==> config.mk <==
export PLATFORM = sky130hd
export DESIGN_NAME = ddr_wr_arbiter
export DESIGN_NICKNAME = d
export VERILOG_FILES = /design/src/rtl/ddr_axi_pkg.sv /design/src/rtl/ddr_wr_arbiter.sv
export SDC_FILE = /design/constraint.sdc
export NUM_CORES = 1
export LEC_CHECK = 0
export ABC_AREA = 0
export BUFFER_PORTS_ARGS = -buffer_cell sky130_fd_sc_hd__buf_2
export CORE_AREA = 2 2 225 227
export DETAILED_ROUTE_END_ITERATION = 7
export DIE_AREA = 0 0 227 229
export SLEW_MARGIN = 10
export SYNTH_ARGS = -nofsm -noshare
export SYNTH_HDL_FRONTEND = slang
export SYNTH_SLANG_ARGS = --single-unit
==> constraint.sdc <==
create_clock -name clk -period 2.2 [get_ports clk]
set_clock_uncertainty 0.05 [all_clocks]
set_input_delay 0.22 -clock clk [delete_from_list [all_inputs] [get_ports clk]]
set_output_delay 0.22 -clock clk [all_outputs]
set_load 0.05 [all_outputs]
==> src/rtl/ddr_axi_pkg.sv <==
// Shared definitions for the DDR AXI write path.
//   AXI_LEN_W  : width of AXI burst length fields (awlen)
//   wr_state_t : write-arbiter FSM states IDLE -> ADDR -> DATA -> RESP
package ddr_axi_pkg;

  localparam int AXI_LEN_W = 8;

  typedef enum logic [1:0] {
    IDLE = 2'd0,
    ADDR = 2'd1,
    DATA = 2'd2,
    RESP = 2'd3
  } wr_state_t;

endpackage

==> src/rtl/ddr_wr_arbiter.sv <==
// Two-requester round-robin arbiter for the DDR controller AXI write path.
// A grant covers a whole burst: the AW handshake, every W beat, then the B
// response. Only then is the port rearbitrated.
//
// Ports
//   clk, rstn          : clock, asynchronous active-low reset
//   ddr_ready          : DDR init done; gates new grants only
//   m_aw*/m_w*/m_b*    : two requester ports, packed, requester i at slice i
//   s_aw*/s_w*/s_b*    : single DDR write port
//
// Requester wlast is not used. s_wlast is generated from the latched awlen
// and a beat counter.
module ddr_wr_arbiter
  import ddr_axi_pkg::*;
#(
  parameter int ADDR_W = 32,
  parameter int DATA_W = 128
) (
  input  logic                      clk,
  input  logic                      rstn,
  input  logic                      ddr_ready,
  input  logic [2*ADDR_W-1:0]       m_awaddr,
  input  logic [2*AXI_LEN_W-1:0]    m_awlen,
  input  logic [1:0]                m_awvalid,
  output logic [1:0]                m_awready,
  input  logic [2*DATA_W-1:0]       m_wdata,
  input  logic [2*(DATA_W/8)-1:0]   m_wstrb,
  input  logic [1:0]                m_wvalid,
  output logic [1:0]                m_wready,
  output logic [1:0]                m_bvalid,
  input  logic [1:0]                m_bready,
  output logic [ADDR_W-1:0]         s_awaddr,
  output logic [AXI_LEN_W-1:0]      s_awlen,
  output logic                      s_awvalid,
  input  logic                      s_awready,
  output logic [DATA_W-1:0]         s_wdata,
  output logic [(DATA_W/8)-1:0]     s_wstrb,
  output logic                      s_wlast,
  output logic                      s_wvalid,
  input  logic                      s_wready,
  input  logic                      s_bvalid,
  output logic                      s_bready
);

  localparam int STRB_W = DATA_W / 8;

  wr_state_t             state_q, state_d;
  logic                  gnt_q, gnt_d;
  logic                  ptr_q, ptr_d;
  logic [AXI_LEN_W-1:0]  len_q, len_d;
  logic [AXI_LEN_W-1:0]  beat_q, beat_d;

  always_ff @(posedge clk or negedge rstn) begin
    if (!rstn) begin
      state_q <= IDLE;
      gnt_q   <= 1'b0;
      ptr_q   <= 1'b0;
      len_q   <= '0;
      beat_q  <= '0;
    end else begin
      state_q <= state_d;
      gnt_q   <= gnt_d;
      ptr_q   <= ptr_d;
      len_q   <= len_d;
      beat_q  <= beat_d;
    end
  end

  always_comb begin
    state_d   = state_q;
    gnt_d     = gnt_q;
    ptr_d     = ptr_q;
    len_d     = len_q;
    beat_d    = beat_q;
    m_awready = 2'b00;
    m_wready  = 2'b00;
    m_bvalid  = 2'b00;
    s_awvalid = 1'b0;
    s_wvalid  = 1'b0;
    s_wlast   = 1'b0;
    s_bready  = 1'b0;

    case (state_q)
      IDLE: begin
        if (ddr_ready && (|m_awvalid)) begin
          // ptr holds the preferred requester; fall back to the other one
          gnt_d   = m_awvalid[ptr_q] ? ptr_q : ~ptr_q;
          len_d   = gnt_d ? m_awlen[2*AXI_LEN_W-1:AXI_LEN_W] : m_awlen[AXI_LEN_W-1:0];
          beat_d  = '0;
          state_d = ADDR;
        end
      end
      ADDR: begin
        s_awvalid        = m_awvalid[gnt_q];
        m_awready[gnt_q] = s_awready;
        if (s_awvalid && s_awready) state_d = DATA;
      end
      DATA: begin
        s_wvalid        = m_wvalid[gnt_q];
        m_wready[gnt_q] = s_wready;
        // len=255 ends at beat 255, so the compare never needs a 9th bit
        s_wlast         = (beat_q == len_q);
        if (s_wvalid && s_wready) begin
          beat_d = beat_q + AXI_LEN_W'(1);
          if (s_wlast) state_d = RESP;
        end
      end
      RESP: begin
        m_bvalid[gnt_q] = s_bvalid;
        s_bready        = m_bready[gnt_q];
        if (s_bvalid && s_bready) begin
          // last winner drops to lowest priority
          ptr_d   = ~gnt_q;
          state_d = IDLE;
        end
      end
      default: state_d = IDLE;
    endcase
  end

  // Payload follows the current grant; qualified only by the valids above.
  always_comb begin
    s_awaddr = gnt_q ? m_awaddr[2*ADDR_W-1:ADDR_W]       : m_awaddr[ADDR_W-1:0];
    s_awlen  = gnt_q ? m_awlen[2*AXI_LEN_W-1:AXI_LEN_W]  : m_awlen[AXI_LEN_W-1:0];
    s_wdata  = gnt_q ? m_wdata[2*DATA_W-1:DATA_W]        : m_wdata[DATA_W-1:0];
    s_wstrb  = gnt_q ? m_wstrb[2*STRB_W-1:STRB_W]        : m_wstrb[STRB_W-1:0];
  end

endmodule

==> results of run 1 <==
-- cell type report --
| class | count | area share (%) |
|---|---|---|
| inverters | 7 | 0.350 |
| clock buffers | 3 | 1.00 |
| flip-flops and latches | 20 | 6.72 |
| repair buffers | 596 | 42.6 |
| well taps | 672 | 11.2 |
| multi-input cells | 287 | 37.3 |
| diodes | 10 | 0.334 |
| clock inverters | 1 | 0.400 |
-- worst min-delay path, cell delays in order --
cell and delay, ns:
buf_2 0.08, mux2i_1 0.05, o21ai_0 0.13
-- routing by layer --
layer	up-vias	wire [um]
li1	2421	-
met4	14	376
met5	-	95
met1	2358	13700
met2	411	17100
met3	36	3400
-- stage by stage --
step	util [%]	area [sq um]
after floorplan	-	3450
after global placement	14.7	7290
after detailed placement	14.7	7290
after CTS	14.9	7410
after global routing	15.1	7490
final	15.1	7500
-- logic make-up (layout without fill, tap and decap cells) --
logic type	Yosys count	after routing	share of synthesized area, %
buf+inv	33	607	4.43
fa+ha+maj	6	6	2.18
flops	20	20	14.5
mux	199	199	64.6
xor+xnor	12	12	3.05
other cells	0	10	0
simple gates	46	46	7.00
compound gates	24	24	4.21
-- cells in the final DEF (no fill, tap or decap), types with 10 or more instances in the layout --
| master | Yosys | final |
|---|---|---|
| dfrtp_1 | 20 | 19 |
| buf_4 | 2 | 16 |
| mux2i_1 | 11 | 11 |
| nor2_1 | 12 | 12 |
| nand2_1 | 17 | 17 |
| mux2_2 | 187 | 187 |
| xor2_1 | 10 | 10 |
| buf_2 | 17 | 569 |
| o21ai_0 | 15 | 15 |
| diode_2 | 0 | 10 |
-- what timing repair did --
action,CTS,global route
cloned,0,1
pin swaps,0,0
buffers inserted,0,3
setup endpoints to repair,8,48
resized for setup,1,1
hold buffers,1,0
hold endpoints to repair,20,0
-- state kept, by name (all words and copies together), names as in the netlist --
name	cells
len_q	8
gnt_q	1
state_q	2
ptr_q	1
beat_q	8
-- where the power goes --
group | switching, mW | total (mW) | internal (mW)
Combinational | 6.37 | 9.31 | 2.94
Clock | 0.136 | 0.497 | 0.361
Sequential | 0.153 | 0.657 | 0.504
Total | 6.65 | 10.5 | 3.81
-- worst min path at each step --
stage	to	slack [ns]	cells past startpoint	startpoint
after detailed placement	beat_q[6]$_DFFE_PN0P_	0.14	1	rstn
after floorplan	beat_q[0]$_DFFE_PN0P_	-0.13	0	rstn
after global placement	beat_q[6]$_DFFE_PN0P_	0.15	1	rstn
after global routing	len_q[0]$_DFFE_PN0P_	0.24	3	m_awlen[0]
after CTS	len_q[0]$_DFFE_PN0P_	0.22	3	m_awlen[0]
final	len_q[0]$_DFFE_PN0P_	0.22	3	m_awlen[0]
==> impl_results.md, run 1 <==
- CP max stage cell: dfrtp_4
- Global route overflow: 0
- R2R depth: 6
- Most common cell in the synthesized netlist: mux2_2
- Yosys reg bits: 20
- Slew Limit Fails: 0
- Worst setup EP type: primary output
- Placer Congestion: 0.955
- Post-layout power: 10.5 mW
- Maximum VDD drop: 0.496 mV
- CTS tree: done
- Initial antenna violation count: 22
- Syn_area_per_cell: 10.1 sq um
- Crit path time final: 2.15 ns
- Pwr dens: 1390 nW/um^2
- Most Crowded Layer GR: met2
- Clk_lat worst skew: 0.25 ns
- Clk slew on worst S/H paths: 0.06 ns
- Mapped Area: 3450 sq um
- Via density per instance: 3.28
- Delay-heaviest family, CP: buffers and inverters
- Filler cell count: 5761
- Crit path from: gnt_q$_DFFE_PN0P_
- Post-Syn Nets: 726
- RSZ-0062 raised after global routing: no
- Crit-path cells: buf_12 -> buf_16 -> mux2_2 -> buf_2
- Largest cells by area after synthesis: mux2_2 (61%), dfrtp_1 (15%), mux2i_1 (3.2%)
- CP Capture Point: s_awaddr[11]
- Ys Warns: 0
- Relative slew slack: 70.6%
- Cell taking the most area after synthesis: mux2_2
- Reg area: 504 sq um
- PortBufs: 573
- WP data arrival: 1.88 ns
- Post-synth top flop: dfrtp_1
- Met1 Use GR: 14.4%
- Share of cells above drive strength 1: 86.8%
- Worst hold margin: 0.220 ns
- Area of the multi-input gates: 2800 sq um
- Clock root buffer: clkbuf_16
- Reg2Reg Setup Slack: 0.19 ns
- Die ar.: 52000 sq um
- Finished Layout Cells: 1596
- Worst path bufs/invs: 3
- Top Ports: 574
- Core Footprint: 49700 sq um
- Number of stages on the worst setup path: 4
- Period utilisation layout: 97.6%
- Critical R2R Launch: gnt_q$_DFFE_PN0P_
- Wire per inst: 21.7 um
- ANT nets after route: 0
- Critical path class: flip-flop to primary output
- First-pass GRT wire length: 42200 um
- RR Endpoint: state_q[1]$_DFFE_PN0P_
- Rows: 82
- CP Launch Type: flip-flop
- Vias in the first global route: 5008
- Share of the synthesized area in the top cell type: 61.0%
- CTS max path bufs: 2
- Total leakage power: 3.82 nW
- Fin nets: 1301
- Sequential share of the synthesized area: 14.5%
- Worst slack, placed: 0.266 ns
- Die Y: 229 um
- CTS HTree Levels: 1
- Final hold vios: 0
- Clk sinks: 20
- Cts bufs inserted: 3
- Tightest Pin Transition: 0.441 ns
- Number of remaining DRC errors: 0
- Via count: 5240
- Number of synthesized flops with an enable pin: 0
- GR Util met3: 3.41%
- Max-cap violations: 0
- Largest net degree at the start of global routing: 66
- Min-Delay Path Class: primary input to flip-flop
- Syn Inst Count: 340
- 1st-pass router iterations: 5
- Synth cell count leaders: mux2_2 (187), dfrtp_1 (20), buf_2 (17), nand2_1 (17), o21ai_0 (15)
- Status: completed
- Placed insts: 1577
- Die width: 227 um
- Initial Util: 6.95%
- Library cells used by synthesis: 30
- WP data required: 1.93 ns
- Final setup vio count: 0
- Dpl hpwl: 31800 um
- Worst setup margin: 0.0525 ns
- Worst path max stage delay: 0.53 ns
- Setup TNS: 0 ns
- GRT Overall Usage: 12.1%
- Area grow syn2layout: 117%
- F_max: 466 MHz
- Grt met2 use: 22.2%
- Fraction of registers with async set/reset: 100%
- First DRT Iteration DRCs: 149
- Final WL: 34600 um
- Peak fanout along the critical path: 47
No activity file was read; power rests on OpenSTA's default activity.
==> inputs of run 2 (changes only) <==
BUFFER_PORTS_ARGS = -buffer_cell sky130_fd_sc_hd__buf_4   (was -buffer_cell sky130_fd_sc_hd__buf_2)
==> impl_results.md, run 2 (synthesis results as in run 1) <==
- Cts bufs inserted: 3 (unchanged)
- CTS tree: done (unchanged)
- PortBufs: 573 (unchanged)
- Worst hold margin: 0.227 ns (was 0.220 ns)
- Area grow syn2layout: 153% (was 117%)
- Met2 WL: 17600 um (was 17100 um)
- Setup TNS: 0 ns (unchanged)
- Finished Layout Cells: 1574 (was 1596)
- Tightest Pin Transition: 0.351 ns (was 0.441 ns)
- Filler cell count: 5592 (was 5761)
- Worst setup margin: 0.0894 ns (was 0.0525 ns)
- Dpl hpwl: 31200 um (was 31800 um)
- Clock root buffer: clkbuf_16 (unchanged)
- ANT nets after route: 0 (unchanged)
- First-pass GRT wire length: 43200 um (was 42200 um)
- Total leakage power: 4.22 nW (was 3.82 nW)
- Status: completed (unchanged)
- Clk network pwr share: 4.6% (was 4.7%)
- Critical path class: flip-flop to primary output (unchanged)
- Maximum VDD drop: 0.563 mV (was 0.496 mV)
- Vias in the first global route: 5408 (was 5008)
- Die width: 227 um (unchanged)
- Max-cap violations: 0 (unchanged)
- Placed inst area: 8560 sq um (was 7290 sq um)
- Initial Util: 6.95% (unchanged)
- Placer Congestion: 0.906 (was 0.955)
- RR Endpoint: beat_q[4]$_DFFE_PN0P_ (was state_q[1]$_DFFE_PN0P_)
- Via density per instance: 3.27 (was 3.28)
- CP Capture Point: s_awaddr[28] (was s_awaddr[11])
- Highest routed layer: met5 (unchanged)
- Placed insts: 1566 (was 1577)
- CTS HTree Levels: 1 (unchanged)
- Most frequent cells in the layout: buf_4 (577), mux2_2 (187), dfrtp_1 (19), nand2_1 (17), o21ai_0 (15) (was buf_2 (569), mux2_2 (187), dfrtp_1 (19), nand2_1 (17), buf_4 (16))
- Largest net degree at the start of global routing: 67 (was 66)
- Flop pwr share: 6.0% (was 6.3%)
- Top Ports: 574 (unchanged)
- Crit path time final: 2.11 ns (was 2.15 ns)
- 1st-pass router iterations: 4 (was 5)
- Peak fanout along the critical path: 37 (was 47)
- Global route overflow: 0 (unchanged)
- Total length of routed met3 wires: 2830 um (was 3400 um)
- F_max: 474 MHz (was 466 MHz)
- Clk sinks: 20 (unchanged)
- Die ar.: 52000 sq um (unchanged)
- First DRT Iteration DRCs: 142 (was 149)
- Initial antenna violation count: 4 (was 22)
- Period utilisation layout: 95.9% (was 97.6%)
- CTS max path bufs: 2 (unchanged)
- Pint: 4.36 mW (was 3.81 mW)
- Worst slack, placed: 0.261 ns (was 0.266 ns)
- Core Footprint: 49700 sq um (unchanged)
- Share of cells above drive strength 1: 86.6% (was 86.8%)
- WP data required: 1.93 ns (about the same)
- Rows: 82 (unchanged)
- WP data arrival: 1.84 ns (was 1.88 ns)
- Via count: 5143 (was 5240)
- NetSw: 6.71 mW (was 6.65 mW)
- Worst setup EP type: primary output (unchanged)
- Number of remaining DRC errors: 0 (unchanged)
- Pwr dens: 1270 nW/um^2 (was 1390 nW/um^2)
- Wire per inst: 21.7 um (about the same)
- Sw Share: 60.6% (was 63.6%)
- Fin nets: 1287 (was 1301)
- Min-Delay Path Class: primary input to flip-flop (unchanged)
- Comb pwr share: 89.3% (was 89.0%)
- GRT Overall Usage: 12.1% (about the same)
- Final WL: 34100 um (was 34600 um)
- Relative slew slack: 75.9% (was 70.6%)
- Critical R2R Launch: state_q[0]$_DFFE_PN0P_ (was gnt_q$_DFFE_PN0P_)
- Largest registers: beat_q x8, len_q x8, state_q x2 (unchanged)
- Die Y: 229 um (unchanged)
- Fin area: 8720 sq um (was 7500 sq um)
- Routed metal-1 wirelength: 13400 um (was 13700 um)
- R2R depth: 7 (was 6)
- Most common cell after layout, fill and taps aside: buf_4 (was buf_2)
- Crit path from: gnt_q$_DFFE_PN0P_ (unchanged)
- RSZ-0062 raised after global routing: no (unchanged)
- Slew Limit Fails: 0 (unchanged)
- Clk slew on worst S/H paths: 0.06 ns (about the same)
- Final hold vios: 0 (unchanged)
- CP Launch Type: flip-flop (unchanged)
- Clk_lat worst skew: 0.26 ns (was 0.25 ns)
- Final setup vio count: 0 (unchanged)
- Post-CTS setup repair buffer count: 0 (unchanged)
- Reg2Reg Setup Slack: 0.22 ns (was 0.19 ns)
run 2: cell types whose count changed in the layout (fill, tap and decap cells not counted), sizes merged:
cell,change
buf,-14
diode,-8
bufbuf,+1
clkbuf,-1
run 2: layout make-up:
type | instances | area, sq um | area share [%]
sequential | 20 | 504 | 5.78
antenna | 2 | 5.00 | 0.0574
clock buffer | 3 | 75.1 | 0.860
timing repair buffer | 582 | 4440 | 50.9
tap | 672 | 841 | 9.64
multi-input combinational | 287 | 2800 | 32.1
clock inverter | 1 | 30.0 | 0.344
inverter | 7 | 26.3 | 0.301
run 2: worst min path at each step:
stage / startpoint / end / slack (ns) / depth (start not counted)
final: m_awlen[0] / len_q[0]$_DFFE_PN0P_ / 0.23 / 3
after CTS: m_awlen[2] / len_q[2]$_DFFE_PN0P_ / 0.23 / 3
after floorplan: rstn / beat_q[0]$_DFFE_PN0P_ / -0.13 / 0
after global placement: rstn / beat_q[3]$_DFFE_PN0P_ / 0.06 / 1
after global routing: m_awlen[2] / len_q[2]$_DFFE_PN0P_ / 0.23 / 3
after detailed placement: rstn / beat_q[5]$_DFFE_PN0P_ / 0.07 / 1
run 2: per-stage QoR:
| step | power (mW) | util (%) |
|---|---|---|
| 3_5_place_dp | 10.6 | 17.2 |
| 2_1_floorplan | 7.30 | - |
| 6_report | 11.1 | 17.6 |
| 4_1_cts | 11.3 | 17.6 |
| 5_1_grt | 11.5 | 17.6 |
| 3_3_place_gp | 10.5 | 17.2 |
run 2: worst max-delay path, stage by stage (launching register included):
cell and delay [ns]:
dfrtp_4 0.57, bufbuf_16 0.42, mux2_2 0.39, buf_4 0.20
run 2: layer usage:
layer  global-route usage [%]  up-vias
met3                     2.53       13
li1                         -     2376
met1                     13.9     2393
met5                        0        -
met2                     23.4      359
met4                     1.02        2
run 2: power by group through the flow:
stage / clock, mW / sequential (mW) / combinational, mW
finish: 0.511 / 0.669 / 9.89
global route: 0.529 / 0.692 / 10.3
detailed placement: 0 / 0.661 / 9.91
floorplan: 0 / 0.584 / 6.72
global placement: 0 / 0.656 / 9.87
CTS: 0.519 / 0.671 / 10.1
run 2: repair_timing:
item | CTS | global route
hold endpoints to repair | 20 | 0
resized for setup | 1 | 0
hold buffers | 1 | 0
endpoints found under the setup margin | 2 | 0
==> inputs of run 3 (changes only) <==
clock period = 2.3 ns   (was 2.2 ns; I/O delays follow)
==> impl_results.md, run 3 (synthesis results as in run 1) <==
- Pwr dens: 1200 nW/um^2 (was 1270 nW/um^2)
- Wire per inst: 20.1 um (was 21.7 um)
- Total leakage power: 4.19 nW (was 4.22 nW)
- Critical path class: flip-flop to primary output (unchanged)
- Vias in the first global route: 5355 (was 5408)
- Fin nets: 1285 (was 1287)
- RSZ-0062 raised after global routing: no (unchanged)
- Final WL: 31600 um (was 34100 um)
- GRT Overall Usage: 11.3% (was 12.1%)
- First-pass GRT wire length: 40800 um (was 43200 um)
- Top Ports: 574 (unchanged)
- R2R depth: 7 (unchanged)
- Placed insts: 1565 (was 1566)
- Post-CTS setup repair buffer count: 0 (unchanged)
- Cts bufs inserted: 3 (unchanged)
- Via density per instance: 3.20 (was 3.27)
- Peak fanout along the critical path: 75 (was 37)
- Placer Congestion: 0.933 (was 0.906)
- Hold depth: 3 (unchanged)
- Tightest Pin Transition: 0.461 ns (was 0.351 ns)
- Setup TNS: 0 ns (unchanged)
- Most frequent cells in the layout: buf_4 (576), mux2_2 (187), dfrtp_1 (19), nand2_1 (17), o21ai_0 (15) (was buf_4 (577), mux2_2 (187), dfrtp_1 (19), nand2_1 (17), o21ai_0 (15))
- Dpl hpwl: 29100 um (was 31200 um)
- Share of cells above drive strength 1: 86.4% (was 86.6%)
- CTS resizes: 0 (was 1)
- Finished Layout Cells: 1571 (was 1574)
- Rows: 82 (unchanged)
- Final hold vios: 0 (unchanged)
- Global route overflow: 0 (unchanged)
- Most common cell after layout, fill and taps aside: buf_4 (unchanged)
- Maximum VDD drop: 0.549 mV (was 0.563 mV)
- Max-cap violations: 0 (unchanged)
- Min-Delay Path Class: primary input to flip-flop (unchanged)
- Slew Limit Fails: 0 (unchanged)
- CTS max path bufs: 2 (unchanged)
- 1st-pass router iterations: 5 (was 4)
- Initial antenna violation count: 3 (was 4)
- Clk sinks: 20 (unchanged)
- Core Footprint: 49700 sq um (unchanged)
- CTS tree: done (unchanged)
- Via count: 5032 (was 5143)
- Die ar.: 52000 sq um (unchanged)
- Period utilisation layout: 95.9%
- Largest registers: beat_q x8, len_q x8, state_q x2 (unchanged)
- Worst setup EP type: primary output (unchanged)
- WP data required: 2.02 ns (was 1.93 ns)
- First DRT Iteration DRCs: 107 (was 142)
- ANT nets after route: 0 (unchanged)
- Number of remaining DRC errors: 0 (unchanged)
- CP Launch Type: flip-flop (unchanged)
- Largest net degree at the start of global routing: 81 (was 67)
- Clk_lat worst skew: 0.25 ns (was 0.26 ns)
- Relative slew slack: 69.2% (was 75.9%)
- PortBufs: 573 (unchanged)
- Area grow syn2layout: 151% (was 153%)
- Die Y: 229 um (unchanged)
- Die width: 227 um (unchanged)
- Final core occ: 17.5% (was 17.6%)
- Final setup vio count: 0 (unchanged)
- WP data arrival: 1.93 ns (was 1.84 ns)
- Status: completed (unchanged)
- CTS HTree Levels: 1 (unchanged)
- Initial Util: 6.95% (unchanged)
- F_max: 453 MHz
- Clock root buffer: clkbuf_16 (unchanged)
- Post-layout power: 10.4 mW (was 11.1 mW)
- Clk slew on worst S/H paths: 0.05 ns (was 0.06 ns)
- Crit path time final: 2.21 ns
## run 3: changes by cell type in the layout (fill, tap and decap cells not counted)
cell / previous run / this run
buf_12: 2 / 3
buf_16: 1 / 0
buf_4: 577 / 576
bufbuf_16: 1 / 0
diode_2: 2 / 1
nor3_1: 0 / 1
nor3_2: 1 / 0
## run 3: metrics by stage
stage               hold slack [ns]  instance area [sq um]  setup slack [ns]
floorplan                    -0.116                   3450            0.0481
global placement             0.0750                   8550             0.232
detailed placement           0.0781                   8550             0.253
CTS                           0.261                   8670            0.0778
global route                  0.295                   8670            0.0429
finish                        0.265                   8670            0.0949
## run 3: critical path: stages, from the launching register on
cell,delay [ns]
dfrtp_4,0.52
buf_12,0.31
mux2_2,0.48
buf_4,0.22
## run 3: repair_timing
item | CTS | global route
hold buffers | 1 | 0
hold endpoints to repair | 20 | 0
setup endpoints to repair | 0 | 0
## run 3: final timing paths
path                                             start                    end  slack [ns]
worst min register to register    len_q[7]$_DFFE_PN0P_   len_q[7]$_DFFE_PN0P_        0.44
max in group asynchronous                         rstn      gnt_q$_DFFE_PN0P_        1.60
worst max register to register  state_q[0]$_DFFE_PN0P_  beat_q[4]$_DFFE_PN0P_        0.22
min in group asynchronous                         rstn      ptr_q$_DFFE_PN0P_        0.36
worst min-delay path                          s_bvalid      ptr_q$_DFFE_PN0P_        0.26
worst max-delay path                 gnt_q$_DFFE_PN0P_           s_awaddr[21]        0.09
## run 3: cell type report
class | count | area (sq um)
inverter | 7 | 26.3
timing repair buffer | 580 | 4390
antenna | 1 | 2.50
fill | 5588 | 41000
sequential | 20 | 504
multi-input combinational | 287 | 2800
tap | 672 | 841
clock inverter | 1 | 30.0
clock buffer | 3 | 75.1
## run 3: where the power goes
group          switching (mW)  leakage, nW  internal, mW
Clock                   0.130       0.0511         0.345
Combinational            6.01         3.88          3.26
Sequential              0.144        0.258         0.482
Total                    6.29         4.19          4.09
## run 3: routing by layer
| metal | GRT usage, % | vias up | wire length (um) |
|---|---|---|---|
| li1 | - | 2368 | - |
| met1 | 13.5 | 2354 | 13000 |
| met2 | 21.8 | 297 | 16700 |
| met3 | 1.73 | 9 | 1870 |
| met4 | 0.551 | 4 | 60 |
| met5 | 0 | - | 23 |
